[config.mk]
export PLATFORM = sky130hd
export DESIGN_NAME = noc_traffic_gen
export DESIGN_NICKNAME = d
export VERILOG_FILES = /design/src/rtl/noc_tg_pkg.sv /design/src/rtl/noc_tg_lfsr.sv /design/src/rtl/noc_traffic_gen.sv
export SDC_FILE = /design/constraint.sdc
export NUM_CORES = 1
export LEC_CHECK = 0
export ABC_CLOCK_PERIOD_IN_PS = 3100
export CORE_ASPECT_RATIO = 0.7
export CORE_MARGIN = 1
export CORE_UTILIZATION = 45
export DETAILED_ROUTE_END_ITERATION = 12
export GPL_ROUTABILITY_DRIVEN = 0
export PLACE_DENSITY = 0.78
export SETUP_SLACK_MARGIN = 0.2
export SLEW_MARGIN = 25
export SYNTH_ARGS = -nofsm -noshare
export SYNTH_HDL_FRONTEND = slang
export SYNTH_SLANG_ARGS = --single-unit
[constraint.sdc]
create_clock -name clk -period 3.1 [get_ports clk]
set_input_delay 0.62 -clock clk [delete_from_list [all_inputs] [get_ports clk]]
set_output_delay 0.62 -clock clk [all_outputs]
set_load 0.02 [all_outputs]
[src/rtl/noc_tg_pkg.sv]
// noc_tg_pkg: shared definitions for the NoC traffic generator.
//   - flit type codes carried in the top TYPE_W bits of each flit
//   - generator FSM state enum
//   - 32-bit Fibonacci LFSR tap mask and single-step helper
package noc_tg_pkg;

    localparam logic [1:0] TYPE_NONE = 2'b00;
    localparam logic [1:0] TYPE_HEAD = 2'b01;
    localparam logic [1:0] TYPE_TAIL = 2'b10;
    localparam logic [1:0] TYPE_DATA = 2'b11;

    // Taps at bits 31, 21, 1 and 0.
    localparam logic [31:0] LFSR_TAPS = 32'h8020_0003;

    typedef enum logic [2:0] {
        ST_IDLE = 3'd0,
        ST_HEAD = 3'd1,
        ST_BODY = 3'd2,
        ST_TAIL = 3'd3,
        ST_GAP  = 3'd4,
        ST_DONE = 3'd5
    } tg_state_e;

    // One shift-left step; the XOR of the tapped bits enters at bit 0.
    function automatic logic [31:0] lfsr_step(input logic [31:0] s);
        return {s[30:0], ^(s & LFSR_TAPS)};
    endfunction

endpackage

[src/rtl/noc_tg_lfsr.sv]
// noc_tg_lfsr: payload source for the traffic generator.
//   clk_i      clock
//   rst_i      synchronous active-high reset, reloads the seed
//   adv_i      advance strobe; loads the state reached after STEPS steps
//   payload_o  STEPS successive 32-bit steps, first step in the top word
module noc_tg_lfsr
    import noc_tg_pkg::*;
#(
    parameter int          STEPS = 2,
    parameter logic [31:0] SEED  = 32'h1
) (
    input  logic                  clk_i,
    input  logic                  rst_i,
    input  logic                  adv_i,
    output logic [STEPS*32-1:0]   payload_o
);

    // An all-zero state would lock the LFSR up.
    localparam logic [31:0] SEED_EFF = (SEED == 32'h0) ? 32'h1 : SEED;

    logic [31:0] state_q;
    logic [31:0] state_d;

    always_comb begin
        state_d   = state_q;
        payload_o = '0;
        for (int i = 0; i < STEPS; i++) begin
            state_d = lfsr_step(state_d);
            payload_o[(STEPS - i) * 32 - 1 -: 32] = state_d;
        end
    end

    always_ff @(posedge clk_i) begin
        if (rst_i) begin
            state_q <= SEED_EFF;
        end else if (adv_i) begin
            state_q <= state_d;
        end
    end

endmodule

[src/rtl/noc_traffic_gen.sv]
// noc_traffic_gen: per-port flit injector producing head/body/tail packets.
//   clk, rst_          clock, synchronous active-high reset
//   cfg_*              run enable, destination, body length, gap, VC, packet count
//   odata/ovalid/ovch  flit {type, payload}, valid and VC towards the router
//   ordy               router ready per VC; only ordy[ovch] matters
//   busy/done          packet or gap in progress / requested packet count sent
//   pkt_cnt, flit_cnt, stall_cnt  wrapping activity counters
//
// state | meaning
// IDLE  | waiting for cfg_en, config latched on exit
// HEAD  | head flit {SRC_ID, dst} offered
// BODY  | body flits offered, body_cnt_q remaining
// TAIL  | tail flit offered
// GAP   | idle for gap cycles after a tail
// DONE  | cfg_npkt packets sent, waits for cfg_en low
module noc_traffic_gen
    import noc_tg_pkg::*;
#(
    parameter int          DATA_W    = 64,
    parameter int          TYPE_W    = 2,
    parameter int          NUM_VC    = 4,
    parameter int          VCH_W     = 2,
    parameter int          LEN_W     = 8,
    parameter int          GAP_W     = 8,
    parameter logic [31:0] SRC_ID    = 32'h0,
    parameter logic [31:0] LFSR_SEED = 32'h1
) (
    input  logic                       clk,
    input  logic                       rst_,
    input  logic                       cfg_en,
    input  logic [31:0]                cfg_dst,
    input  logic [LEN_W-1:0]           cfg_len,
    input  logic [GAP_W-1:0]           cfg_gap,
    input  logic [VCH_W-1:0]           cfg_vc,
    input  logic [15:0]                cfg_npkt,
    output logic [TYPE_W+DATA_W-1:0]   odata,
    output logic                       ovalid,
    output logic [VCH_W-1:0]           ovch,
    input  logic [NUM_VC-1:0]          ordy,
    output logic                       busy,
    output logic                       done,
    output logic [15:0]                pkt_cnt,
    output logic [31:0]                flit_cnt,
    output logic [31:0]                stall_cnt
);

    localparam int STEPS = DATA_W / 32;

    tg_state_e          state_q, state_d;
    logic [31:0]        dst_q;
    logic [LEN_W-1:0]   body_cnt_q;
    logic [GAP_W-1:0]   gap_q, gap_cnt_q;
    logic [VCH_W-1:0]   vc_q;
    logic [15:0]        pkt_cnt_q;
    logic [31:0]        flit_cnt_q, stall_cnt_q;

    logic               accept;
    logic               latch;
    logic               lfsr_adv;
    logic [DATA_W-1:0]  payload;
    logic [DATA_W-1:0]  head_payload;

    assign accept   = ovalid && ordy[ovch];
    // Config is sampled on every entry into HEAD, never while a packet runs.
    assign latch    = (state_d == ST_HEAD) && (state_q != ST_HEAD);
    assign lfsr_adv = accept && ((state_q == ST_BODY) || (state_q == ST_TAIL));

    noc_tg_lfsr #(
        .STEPS (STEPS),
        .SEED  (LFSR_SEED)
    ) u_lfsr (
        .clk_i     (clk),
        .rst_i     (rst_),
        .adv_i     (lfsr_adv),
        .payload_o (payload)
    );

    always_ff @(posedge clk) begin
        if (rst_) begin
            state_q     <= ST_IDLE;
            dst_q       <= '0;
            body_cnt_q  <= '0;
            gap_q       <= '0;
            gap_cnt_q   <= '0;
            vc_q        <= '0;
            pkt_cnt_q   <= '0;
            flit_cnt_q  <= '0;
            stall_cnt_q <= '0;
        end else begin
            state_q <= state_d;
            if (latch) begin
                dst_q      <= cfg_dst;
                body_cnt_q <= cfg_len;
                gap_q      <= cfg_gap;
                vc_q       <= cfg_vc;
            end else if (state_q == ST_BODY && accept) begin
                body_cnt_q <= body_cnt_q - LEN_W'(1);
            end
            if (state_q == ST_TAIL && accept) begin
                gap_cnt_q <= gap_q;
                pkt_cnt_q <= pkt_cnt_q + 16'd1;
            end else if (state_q == ST_GAP) begin
                gap_cnt_q <= gap_cnt_q - GAP_W'(1);
            end
            if (accept) begin
                flit_cnt_q <= flit_cnt_q + 32'd1;
            end
            if (ovalid && !ordy[ovch]) begin
                stall_cnt_q <= stall_cnt_q + 32'd1;
            end
        end
    end

    always_comb begin
        state_d = state_q;
        case (state_q)
            ST_IDLE: if (cfg_en) state_d = ST_HEAD;
            ST_HEAD: if (accept) state_d = (body_cnt_q == '0) ? ST_TAIL : ST_BODY;
            ST_BODY: if (accept && body_cnt_q == LEN_W'(1)) state_d = ST_TAIL;
            ST_TAIL: begin
                if (accept) begin
                    if (cfg_npkt != 16'd0 && (pkt_cnt_q + 16'd1) == cfg_npkt)
                        state_d = ST_DONE;
                    else if (gap_q != '0)
                        state_d = ST_GAP;
                    else if (cfg_en)
                        state_d = ST_HEAD;
                    else
                        state_d = ST_IDLE;
                end
            end
            // gap_cnt_q == 1 marks the last of the gap idle cycles.
            ST_GAP:  if (gap_cnt_q == GAP_W'(1)) state_d = cfg_en ? ST_HEAD : ST_IDLE;
            ST_DONE: if (!cfg_en) state_d = ST_IDLE;
            default: state_d = ST_IDLE;
        endcase
    end

    always_comb begin
        head_payload                     = '0;
        head_payload[DATA_W-1 -: 32]     = SRC_ID;
        head_payload[31:0]               = dst_q;
        odata  = {TYPE_W'(TYPE_NONE), {DATA_W{1'b0}}};
        ovalid = 1'b0;
        ovch   = '0;
        busy   = 1'b0;
        done   = 1'b0;
        case (state_q)
            ST_HEAD: begin
                odata  = {TYPE_W'(TYPE_HEAD), head_payload};
                ovalid = 1'b1;
                ovch   = vc_q;
                busy   = 1'b1;
            end
            ST_BODY: begin
                odata  = {TYPE_W'(TYPE_DATA), payload};
                ovalid = 1'b1;
                ovch   = vc_q;
                busy   = 1'b1;
            end
            ST_TAIL: begin
                odata  = {TYPE_W'(TYPE_TAIL), payload};
                ovalid = 1'b1;
                ovch   = vc_q;
                busy   = 1'b1;
            end
            ST_GAP:  busy = 1'b1;
            ST_DONE: done = 1'b1;
            default: ;
        endcase
    end

    assign pkt_cnt   = pkt_cnt_q;
    assign flit_cnt  = flit_cnt_q;
    assign stall_cnt = stall_cnt_q;

endmodule

## Yosys cells after proc, flatten, opt, wreduce, memory -nomap -nowiden

Cells that the tools add are included.

| cells by class | value |
|---|---|
| multiplexer cells | 22 |
| equality and inequality tests | 10 |
| add/sub/neg operators | 5 |
| reduce and logical (&&, ||, !) cells | 20 |
| $lt $le $gt $ge | 1 |

Operators by type and width:

| kind | number |
|---|---|
| $pmux W66 S3 | 1 |
| $add A32 B1 Y32 const B | 2 |
| $reduce_xor A32 Y1 | 2 |
| $mux W8 | 4 |
| $mux W3 | 8 |
| $pmux W3 S6 | 1 |
| $add A16 B1 Y16 const B | 1 |
| $eq A16 B16 Y1 | 1 |
| $eq A8 B1 Y1 const B | 2 |
| $reduce_bool A16 Y1 | 1 |
| $sub A8 B1 Y8 const B | 2 |
| $logic_and A1 B1 Y1 | 8 |
| $logic_not A8 Y1 | 1 |
| $reduce_bool A8 Y1 | 1 |
| $eq A3 B1 Y1 const B | 2 |
| $eq A3 B2 Y1 const B | 2 |
| $eq A3 B3 Y1 const B | 2 |
| $mux W1 | 6 |
| $reduce_bool A2 Y1 | 2 |
| $reduce_or A4 Y1 | 1 |
| $logic_not A3 Y1 | 1 |
| $lt A2 B3 Y1 const B | 1 |
| $ne A3 B1 Y1 const B | 1 |
| $reduce_or A3 Y1 | 1 |
| 4 further kinds | 4 |

| storage, ports and cells | value |
|---|---|
| bits in registers | 173 |
| bits of input ports | 73 |
| output and inout bits | 151 |

## Logic depth before layout (Yosys ltp)

Gate-level depths: netlist of the first run.

| depth | value |
|---|---|
| word-level depth | 12 |
| mapped depth | 13 |
| gate-level depth less buffers | 9 |

## Modules after synthesis

A second synthesis of the first run with hierarchy kept.

| unflattened totals | value |
|---|---|
| cell total of the unflattened synthesis | 1,086 |
| area, all modules | 9,411.5 µm² |

By module, submodules not included:

| module | instances | seq. area each (µm²) | area each (µm²) | cells each |
|---|---|---|---|---|
| noc_traffic_gen | 1 | 2,822.7 | 7,777.5 | 915 |
| noc_tg_lfsr | 1 | 640.6 | 1,634.1 | 171 |

## Worst setup path before layout of the first run

OpenSTA, ideal clock, no wires.

| path | value |
|---|---|
| path kind | flip-flop to flip-flop |
| start | register pkt_cnt_q[0], in the netlist pkt_cnt[0] |
| end | register body_cnt_q[1] |
| path slack | -0.054 ns |
| arrival | 3.080 ns |
| stages on the path, launching flop included | 10 |
| data required time | 3.026 ns |
| setup time | 0.074 ns |
| clock period less this slack | 3.154 ns |
| path buffers | 0 |
| cells stage by stage | dfxtp_1 -> ha_1 -> nand4_2 -> or4_4 -> xor2_1 -> mux2i_4 -> a2111oi_2 -> a31oi_4 -> or4_1 -> a31oi_1 |

| on the way | value |
|---|---|
| word-level cells in the longest chain between the ends | 9 |

RTL lines:

| element | line | source |
|---|---|---|
| start: declaration | noc_traffic_gen.sv:54 | `logic [15:0] pkt_cnt_q;` |
| start signal: assignment | noc_traffic_gen.sv:101 | `pkt_cnt_q <= pkt_cnt_q + 16'd1;` |
| $add A16 B1 Y16 (*) | noc_traffic_gen.sv:122 | `if (cfg_npkt != 16'd0 && (pkt_cnt_q + 16'd1) == cfg_npkt)` |
| $eq A16 B16 Y1 (*) | noc_traffic_gen.sv:122 |  |
| $logic_and A1 B1 Y1 (*) | noc_traffic_gen.sv:122 |  |
| $mux W3 (*) | noc_traffic_gen.sv:122 |  |
| $mux W3 (*) | noc_traffic_gen.sv:121 | `if (accept) begin` |
| $pmux W3 S6 (*) | noc_traffic_gen.sv:116 | `case (state_q)` |
| $eq A3 B1 Y1 (*) | noc_traffic_gen.sv:65 | `assign latch = (state_d == ST_HEAD) && (state_q != ST_HEAD);` |
| $logic_and A1 B1 Y1 (*) | noc_traffic_gen.sv:65 |  |
| $mux W8 or $reduce_bool A2 Y1 (tied branches) | -- |  |
| end signal: assignment | noc_traffic_gen.sv:93 | `body_cnt_q <= cfg_len;` |
| end signal: assignment | noc_traffic_gen.sv:97 | `body_cnt_q <= body_cnt_q - LEN_W'(1);` |
| end: declaration | noc_traffic_gen.sv:51 | `logic [LEN_W-1:0] body_cnt_q;` |

Every way passes the cells marked *; elsewhere a longest branch is shown, timed or not.
A chain may end at the register's enable or synchronous reset.

## Worst setup path in the final report of the first run

| path | value |
|---|---|
| start | input port cfg_npkt[5] |
| end | register body_cnt_q[1] |

| on the way | value |
|---|---|
| word-level cells in the longest chain between the ends | 8 |

RTL lines:

| element | line | source |
|---|---|---|
| start: declaration | noc_traffic_gen.sv:35 | `input logic [15:0] cfg_npkt,` |
| $eq A16 B16 Y1 or $reduce_bool A16 Y1 (tied branches) | noc_traffic_gen.sv:122 |  |
| $logic_and A1 B1 Y1 (*) | noc_traffic_gen.sv:122 |  |
| $mux W3 (*) | noc_traffic_gen.sv:122 |  |
| $mux W3 (*) | noc_traffic_gen.sv:121 |  |
| $pmux W3 S6 (*) | noc_traffic_gen.sv:116 |  |
| $eq A3 B1 Y1 (*) | noc_traffic_gen.sv:65 |  |
| $logic_and A1 B1 Y1 (*) | noc_traffic_gen.sv:65 |  |
| $mux W8 or $reduce_bool A2 Y1 (tied branches) | -- |  |

Marks and branches as above.

==> run summary, run 1 <==
The first global-routing pass estimated 40000 um of wire. TritonCTS built the clock tree. The mean post-synth cell area is 8.15 um2, and the clock latency on the worst-skew pair is 0.44 ns. The tools report the worst clock skew as 0.0165 ns. After global routing the overflow that remains totals 0. The minimum period implied by the final worst setup slack was 2.91 ns. The worst hold path belongs to the class flop to flop. The run gives 34.5% as the met1 demand-to-capacity share in global routing.

The run gives 38.2% as the met2 layer usage reported by global route. Using the TritonRoute via totals, the vias-per-cell ratio works out to 5.49. The total core area was 0.0189 mm2; the share of synthesized flip-flops with an asynchronous set or reset was 0%.

The fraction of the cycle the final worst path needs is 94.0%. The overall fraction of global-route tracks in use was 25.0%. The worst flop-to-flop path startpoint is pkt_cnt[11]$_SDFFE_PP0P_.

The critical path starts at cfg_npkt[5]. Data on the critical path arrives at its endpoint at 3.27 ns. Counting flops with a built-in enable in the synthesized netlist gives 0. During synthesis, Yosys emitted a total of 0 warnings.

The number of logic stages on the critical path including buffering works out to 10. Summed over its instances, the top area cell type makes up 39.9% of the synthesized netlist area. Root buffer selected by CTS: clkbuf_16. Summing all multi-input logic gate instances after layout gives 0.00499 mm2. Traced cell by cell, the critical path runs through clkdlybuf4s50_1, xnor2_1, or3_1, a21oi_1, o32ai_2, nor4_4, buf_4, a31oi_4, or4_1, a31oi_1. For the count of TritonRoute iterations in the first routing pass, the log shows 11. Floorplan die height: 118 um. Highest-delay cell along the critical path: or4_1. The slew at the pin closest to its max-slew limit was 0.603 ns; the number of sinks on the clock net was 173. The synthesized netlist net count was 1145; the H-tree level count was 4. The clock-pin slew on the worst setup and hold paths was 0.07 ns.

Critical path capture point: body_cnt_q[1]$_SDFFE_PP0P_. The worst register-to-register path has a depth of 10. The number of fill cells in the layout was 1561; the leakage power of the design was 0.00499 uW. Once detail routing completed, the nets flagged for antenna violations numbered 0. In this run, synthesis produced a sequential element count of 173.

The logs give 632 for the initial DRC count and 39.9% for the sequential area share after synthesis. Mapped cell area: 0.00867 mm2. Maximum vdd drop: 316 uV. The type of element capturing the critical path was a flop. The number of distinct library cells after synthesis came out at 75. For this design the ratio of total power to cell area is 477 mW/mm2. The logs give 1 for the DRC violation count after routing and 0 for the count of final hold-check violations. The worst register-to-register path ends at body_cnt_q[1]$_SDFFE_PP0P_. The initial antenna violation count was 0; the largest fanout of any net on the critical path was 5.

Based on the critical path, the design can be clocked at up to 0.343 GHz. 0 antenna diodes ended up in the layout. The critical path's top delay family was simple AND/OR/NAND/NOR gates.

Summing all flip-flop and latch instances after layout gives 0.00348 mm2. The post-synthesis instance total is 1065, and the net count of the finished layout is 1400. The tools report the via count of the first global-routing pass as 8028. After floorplanning, the core was divided into 42 placement rows.

After detailed routing, the average wire length per cell comes to 16.6 um. Final wirelength: 26100 um. The die is 168 um wide. The flop-to-flop setup slack was 0.22 ns. Hold is met by 0.466 ns. In the synthesized netlist the dominant register cell turns out to be dfxtp_1.

The tools report the number of placed I/O pins as 224. The count of buffers from port buffering works out to 223. Setup repair after global routing could not meet its margin everywhere. The total CTS buffers was 17. The flow ran to the end, but the final reports show violations. Entering global routing, the biggest net connects 77 pins.

The share of post-route cells with drive strength above 1 came out at 13.2%. The critical path launch point type is a primary input. For the max-slew violation total from the final report, the log shows 0. The largest stage delay on the critical path came out at 0.55 ns. The number of max-cap violations is 0.

The global routing stage identified its most utilized layer as met2. The effective utilization at floorplan was 46.0%. The overall die area is 0.0198 mm2, and the setup TNS is 0 ns. The checks that failed: DRC. The via count was 8646.

For the required time of the critical path, the log shows 3.45 ns. The relative slew slack is 59.8%. By area the synthesized netlist is led by dfxtp_1 40%, a21oi_1 6.5%, xor2_1 5.4%. The kind of critical path was primary input to flop.

The worst path buffer plus inverter count was 2; the number of endpoints failing setup at the final stage was 0. In this run the deepest clock path goes through 2 buffers. The global routing usage on met3 was 6.46%. dfxtp_1 takes more of the synthesized area than any other cell.

From synthesis to final layout, the design area changed by 42.5%. Detailed placement HPWL: 17700 um.
-- placed cells by master, fill, tap and decap left out, drive strengths merged, types with 14 or more instances in the layout --
| cell type | count |
|---|---|
| a21o | 33 |
| a21oi | 113 |
| and2 | 39 |
| and3 | 17 |
| buf | 77 |
| clkbuf | 20 |
| clkdlybuf4s50 | 158 |
| dfxtp | 173 |
| dlygate4sd2 | 60 |
| inv | 22 |
| nand2 | 123 |
| nand3 | 76 |
| nand4 | 15 |
| nor2 | 84 |
| nor3 | 18 |
| nor4 | 14 |
| o21ai | 71 |
| or3 | 32 |
| xnor2 | 33 |
| xor2 | 53 |
-- layout make-up --
class	count	share of cell area (%)
clock buffer	17	3.44
clock inverter	15	1.26
inverter	16	0.486
multi-input combinational	810	40.4
sequential	173	28.1
tap	242	2.45
timing repair buffer	302	23.9
-- flip-flops by register name, summed over array words and instances (netlist names) --
name and flops:
body_cnt_q 8, dst_q 32, flit_cnt 32, gap_cnt_q 8
gap_q 8, pkt_cnt 16, stall_cnt 32, state_q 3
u_lfsr.state_q 32, vc_q 2
-- synth_stat cells, types with 3 or more instances --
cell type,number
nand3_2,3
clkbuf_2,4
xnor2_1,33
nor4_1,12
a31oi_1,7
mux2i_1,5
nand2b_1,8
buf_1,4
buf_4,3
nand4_1,14
and2_1,39
buf_6,8
a21o_1,33
a211oi_1,9
nor2_1,81
o21ai_1,30
nor3_1,17
a21oi_1,113
and3_1,15
nand2_1,122
a31o_2,3
ha_1,7
buf_2,9
inv_1,14
or3_1,30
xor2_1,53
clkbuf_1,40
o21ai_0,41
o2111ai_1,3
dfxtp_1,173
and4_1,5
nand3_1,73
-- cells by family (layout without fill, tap and decap cells) --
group                      after synthesis  after routing  share of synthesized area (%)
AOI/OAI and AO/OA                      262            264                           18.1
xor gates and xnor gates                86             86                           8.68
adders and majority gates                7              7                           1.01
buffers and inverters                   84            350                           4.64
DFF                                    173            173                           39.9
muxes                                    8              8                           1.27
and+or+nand+nor                        445            445                           26.4
-- tightest hold or removal path, stage by stage, from the launching register on --
cell and delay (ns):
dfxtp_1 0.32, nand2_1 0.05, a21oi_1 0.05
-- layer usage --
| metal | share of wire (%) | vias to the layer above |
|---|---|---|
| li1 | - | 4243 |
| met1 | 47 | 4049 |
| met2 | 44 | 321 |
| met3 | 7.0 | 33 |
| met4 | 1.6 | 0 |
| met5 | 0 | - |
-- power breakdown --
| part | leakage, uW | internal, uW | switching, uW |
|---|---|---|---|
| Clock | 0.000270 | 1130 | 984 |
| Combinational | 0.00331 | 580 | 722 |
| Sequential | 0.00141 | 2360 | 118 |
| Total | 0.00499 | 4070 | 1820 |
-- metrics by stage --
step                      area, um2  worst slack [ns]  util (%)  instances  total power (uW)
after floorplan                8690             0.215         -       1065              3240
after global placement        11400           -0.0762      60.4       1517              3770
after detailed placement      11400            -0.120      60.4       1517              3790
after CTS                     12000             0.200      63.6       1556              5880
after global routing          12400            0.0799      65.5       1575              6130
final                         12400             0.187      65.5       1575              5900
-- how the worst min path moves through the flow --
stage	from	endpoint	slack, ns	cells after the start
2_1_floorplan	u_lfsr.state_q[8]$_SDFFE_PP0P_	u_lfsr.state_q[10]$_SDFFE_PP0P_	0.44	2
3_3_place_gp	u_lfsr.state_q[7]$_SDFFE_PP0P_	u_lfsr.state_q[9]$_SDFFE_PP0P_	0.45	2
3_5_place_dp	u_lfsr.state_q[24]$_SDFFE_PP0P_	u_lfsr.state_q[26]$_SDFFE_PP0P_	0.46	2
4_1_cts	u_lfsr.state_q[25]$_SDFFE_PP0P_	u_lfsr.state_q[25]$_SDFFE_PP0P_	0.47	2
5_1_grt	dst_q[25]$_SDFFE_PP0P_	dst_q[25]$_SDFFE_PP0P_	0.48	2
6_report	u_lfsr.state_q[25]$_SDFFE_PP0P_	u_lfsr.state_q[25]$_SDFFE_PP0P_	0.47	2
-- timing repair --
item | in CTS | in global routing
endpoints found under the hold margin | 0 | 0
gates cloned | 1 | 4
pin swaps | 5 | 14
gates resized for setup | 73 | 42
hold buffers | 0 | 0
setup buffers | 6 | 15
setup endpoints to repair | 114 | 59
(Power assumes the default switching activity.)
==> run 2, diff against run 1 <==
--- a/config.mk
+++ b/config.mk
@@ -11,6 +11,7 @@
 export CORE_UTILIZATION = 45
 export DETAILED_ROUTE_END_ITERATION = 12
 export GPL_ROUTABILITY_DRIVEN = 0
+export MAX_ROUTING_LAYER = met4
 export PLACE_DENSITY = 0.78
 export SETUP_SLACK_MARGIN = 0.2
 export SLEW_MARGIN = 25
==> run summary, run 2 (same netlist as run 1, synthesis figures left out) <==
The area growth from synthesis to layout is 40.9%. Worst hold path class: flop to flop. The sequential share of power is 42.1% (about the same). The residual antenna-violating net count after detailed routing was 0 (unchanged). The largest fanout of any net on the critical path was 10 (+5).

Final design instance area without fill: 0.0122 mm2 (-1.1%). The required time of the critical path came out at 3.45 ns (about the same). Initial antenna violation count: 0 (unchanged).

The logs give 39900 um (-0.19%) for the global-route wire length before repair and 1390 (-0.71%) for the net count of the finished layout. The run gives 0 (unchanged) as the max-slew violation total from the final report. STA classifies the critical path startpoint as a flop. The worst setup path is captured at a flop. The critical path is of the flop to flop type.

TritonCTS built the clock tree. The worst clock skew is 0.0159 ns (-0.000594 ns), and the die boundary width is 168 um (unchanged). The routed wirelength normalized by instance count is 16.4 um (-1.3%), and the final wirelength is 25600 um (-2.0%). For the H-tree level count, the log shows 4 (unchanged).

The part of the power in the clock network is 35.9% (about the same), and the number of buffers between clock root and the deepest sink is 2 (unchanged). In this run the critical register-to-register path is launched from pkt_cnt[7]$_SDFFE_PP0P_. The logs give 0 (-1) for the DRC violation count after routing and 0.353 GHz (+2.7%) for the achievable clock frequency. The tools report the total CTS buffers as 17 (unchanged). The clock-pin slew on the worst setup and hold paths was 0.07 ns (about the same); the overall die area was 0.0198 mm2 (unchanged). The internal portion of total power came out at 4070 uW (about the same). The relative slew slack was 59.4% (-0.41 points); the remaining global-route overflow was 0 (unchanged). Power per unit of standard cell area: 482 mW/mm2 (+1.0%).

Cell area after placement: 0.0114 mm2 (unchanged). The most critical setup path has its startpoint at pkt_cnt[7]$_SDFFE_PP0P_. The detailed placement HPWL came out at 17700 um (unchanged).

The count of TritonRoute iterations in the first routing pass is 7 (-4), and the proportion of total power due to net switching is 30.9% (-0.051 points). The logs give 1820 uW (-0.31%) for the power spent charging and discharging nets and 712 (+13%) for the initial DRC count. The tools report the maximum vdd drop as 309 uV (-2.2%). The fraction of the cycle the final worst path needs is 91.5% (-2.5 points), and the maximum number of pins on one net before global-route repair is 77 (unchanged). The share of post-route cells with drive strength above 1 works out to 12.2% (-1.0 points). The logs give 173 (unchanged) for the number of sinks on the clock net and 0.43 ns (about the same) for the clock latency on the worst-skew pair.

The effective utilization at floorplan was 46.0% (unchanged). Count of final hold-check violations: 0 (unchanged). The leakage power of the design came out at 0.00490 uW (-1.8%). The number of buffers added to fix hold violations after cts came out at 0 (unchanged).

The number of placed I/O pins was 224 (unchanged). The combinational group share of total power was 22.0% (about the same); the slew at the pin closest to its max-slew limit was 0.609 ns (+0.00611 ns). For the setup TNS, the log shows 0 ns (unchanged). The count of buffers from port buffering is 223 (unchanged).

The antenna cell count is 0 (unchanged), and the overall fraction of global-route tracks in use is 25.6% (+0.66 points). The run gives 3.19 ns (-0.08 ns) as the data arrival time of the critical path. The run gives 0 (unchanged) as the number of max-cap violations. Setup repair after global routing could not meet its margin everywhere. The run finished with clean final reports. The minimum period implied by the final worst setup slack is 2.84 ns (-0.0771 ns). The root buffer selected by CTS was clkbuf_16. The floorplan die height is 118 um (unchanged), and the via-per-instance ratio is 5.52 (+0.49%). The total core area came out at 0.0189 mm2 (unchanged).

In the layout the commonest cells are 167 x dfxtp_1, 158 x clkdlybuf4s50_1, 121 x nand2_1. The library cell used most frequently in the layout, excluding fill and tap cells, is dfxtp_1. The tools report the via count of the first global-routing pass as 8050 (+0.27%).

In this run the most critical hold path is launched from u_lfsr.state_q[24]$_SDFFE_PP0P_. Placement row count: 42 (unchanged). The number of endpoints failing setup at the final stage is 0 (unchanged), and the via count is 8633 (-0.15%).
==> run 2: changes by cell type in the layout (fill, tap and decap cells not counted), moves of 2 or more <==
cell / before / now
a21oi_2: 0 / 2
buf_6: 6 / 3
buf_4: 61 / 56
dfxtp_2: 10 / 6
dfxtp_1: 163 / 167
a21oi_1: 113 / 111
==> run 2: timing repair <==
| action | CTS | global route |
|---|---|---|
| resized for setup | 73 | 30 |
| setup buffers | 6 | 7 |
| pin swaps | 5 | 12 |
| cloned | 1 | 2 |
| endpoints found under the setup margin | 114 | 60 |
==> run 2: worst paths after layout <==
check | to | slack [ns] | cells past startpoint
worst max-delay path | dst_q[27]$_SDFFE_PP0P_ | 0.26 | 12
worst min-delay path | u_lfsr.state_q[26]$_SDFFE_PP0P_ | 0.46 | 2
worst max register to register | dst_q[27]$_SDFFE_PP0P_ | 0.26 | 12
worst min register to register | u_lfsr.state_q[26]$_SDFFE_PP0P_ | 0.46 | 2
==> run 2: per-layer routing <==
metal  vias up  global-route usage [%]  routed length, um
met5         -                       -                  0
met4         0                    7.05                375
met3        33                    5.59               1680
met2       314                    38.2              11300
met1      4058                    34.9              12300
li1       4228                       -                  -
==> run 2: cell type report <==
cell class,instances,area (um2)
Clock buffer,17,425
Clock inverter,15,155
Fill cell,1569,6650
Inverter,16,60.1
Multi-Input combinational cell,809,4950
Sequential cell,173,3470
Tap cell,242,303
Timing Repair Buffer,293,2850
==> run 2: per-stage QoR <==
step           cells  hold WS, ns  util [%]  power, uW  setup slack (ns)
2_1_floorplan   1065        0.440         -       3240             0.215
3_3_place_gp    1517        0.449      60.4       3770           -0.0762
3_5_place_dp    1517        0.456      60.4       3790            -0.120
4_1_cts         1556        0.466      63.6       5880             0.200
5_1_grt         1565        0.483      64.8       6120             0.156
6_report        1565        0.465      64.8       5890             0.264
==> run 2: power groups by stage <==
stage / clock network, uW / logic [uW] / registers (uW)
floorplan: 0 / 737 / 2500
global placement: 0 / 1250 / 2510
detailed placement: 0 / 1270 / 2520
CTS: 2140 / 1270 / 2470
global route: 2240 / 1390 / 2490
finish: 2120 / 1290 / 2480
==> run 2: critical path: stages (launching register included) <==
cell	delay, ns
dfxtp_1	0.35
buf_6	0.13
nand4_1	0.17
or2_4	0.32
nor3_4	0.23
buf_4	0.15
o32ai_2	0.08
nor4_4	0.42
buf_4	0.19
a31o_4	0.28
clkbuf_16	0.21
nand3_1	0.08
a21oi_1	0.14
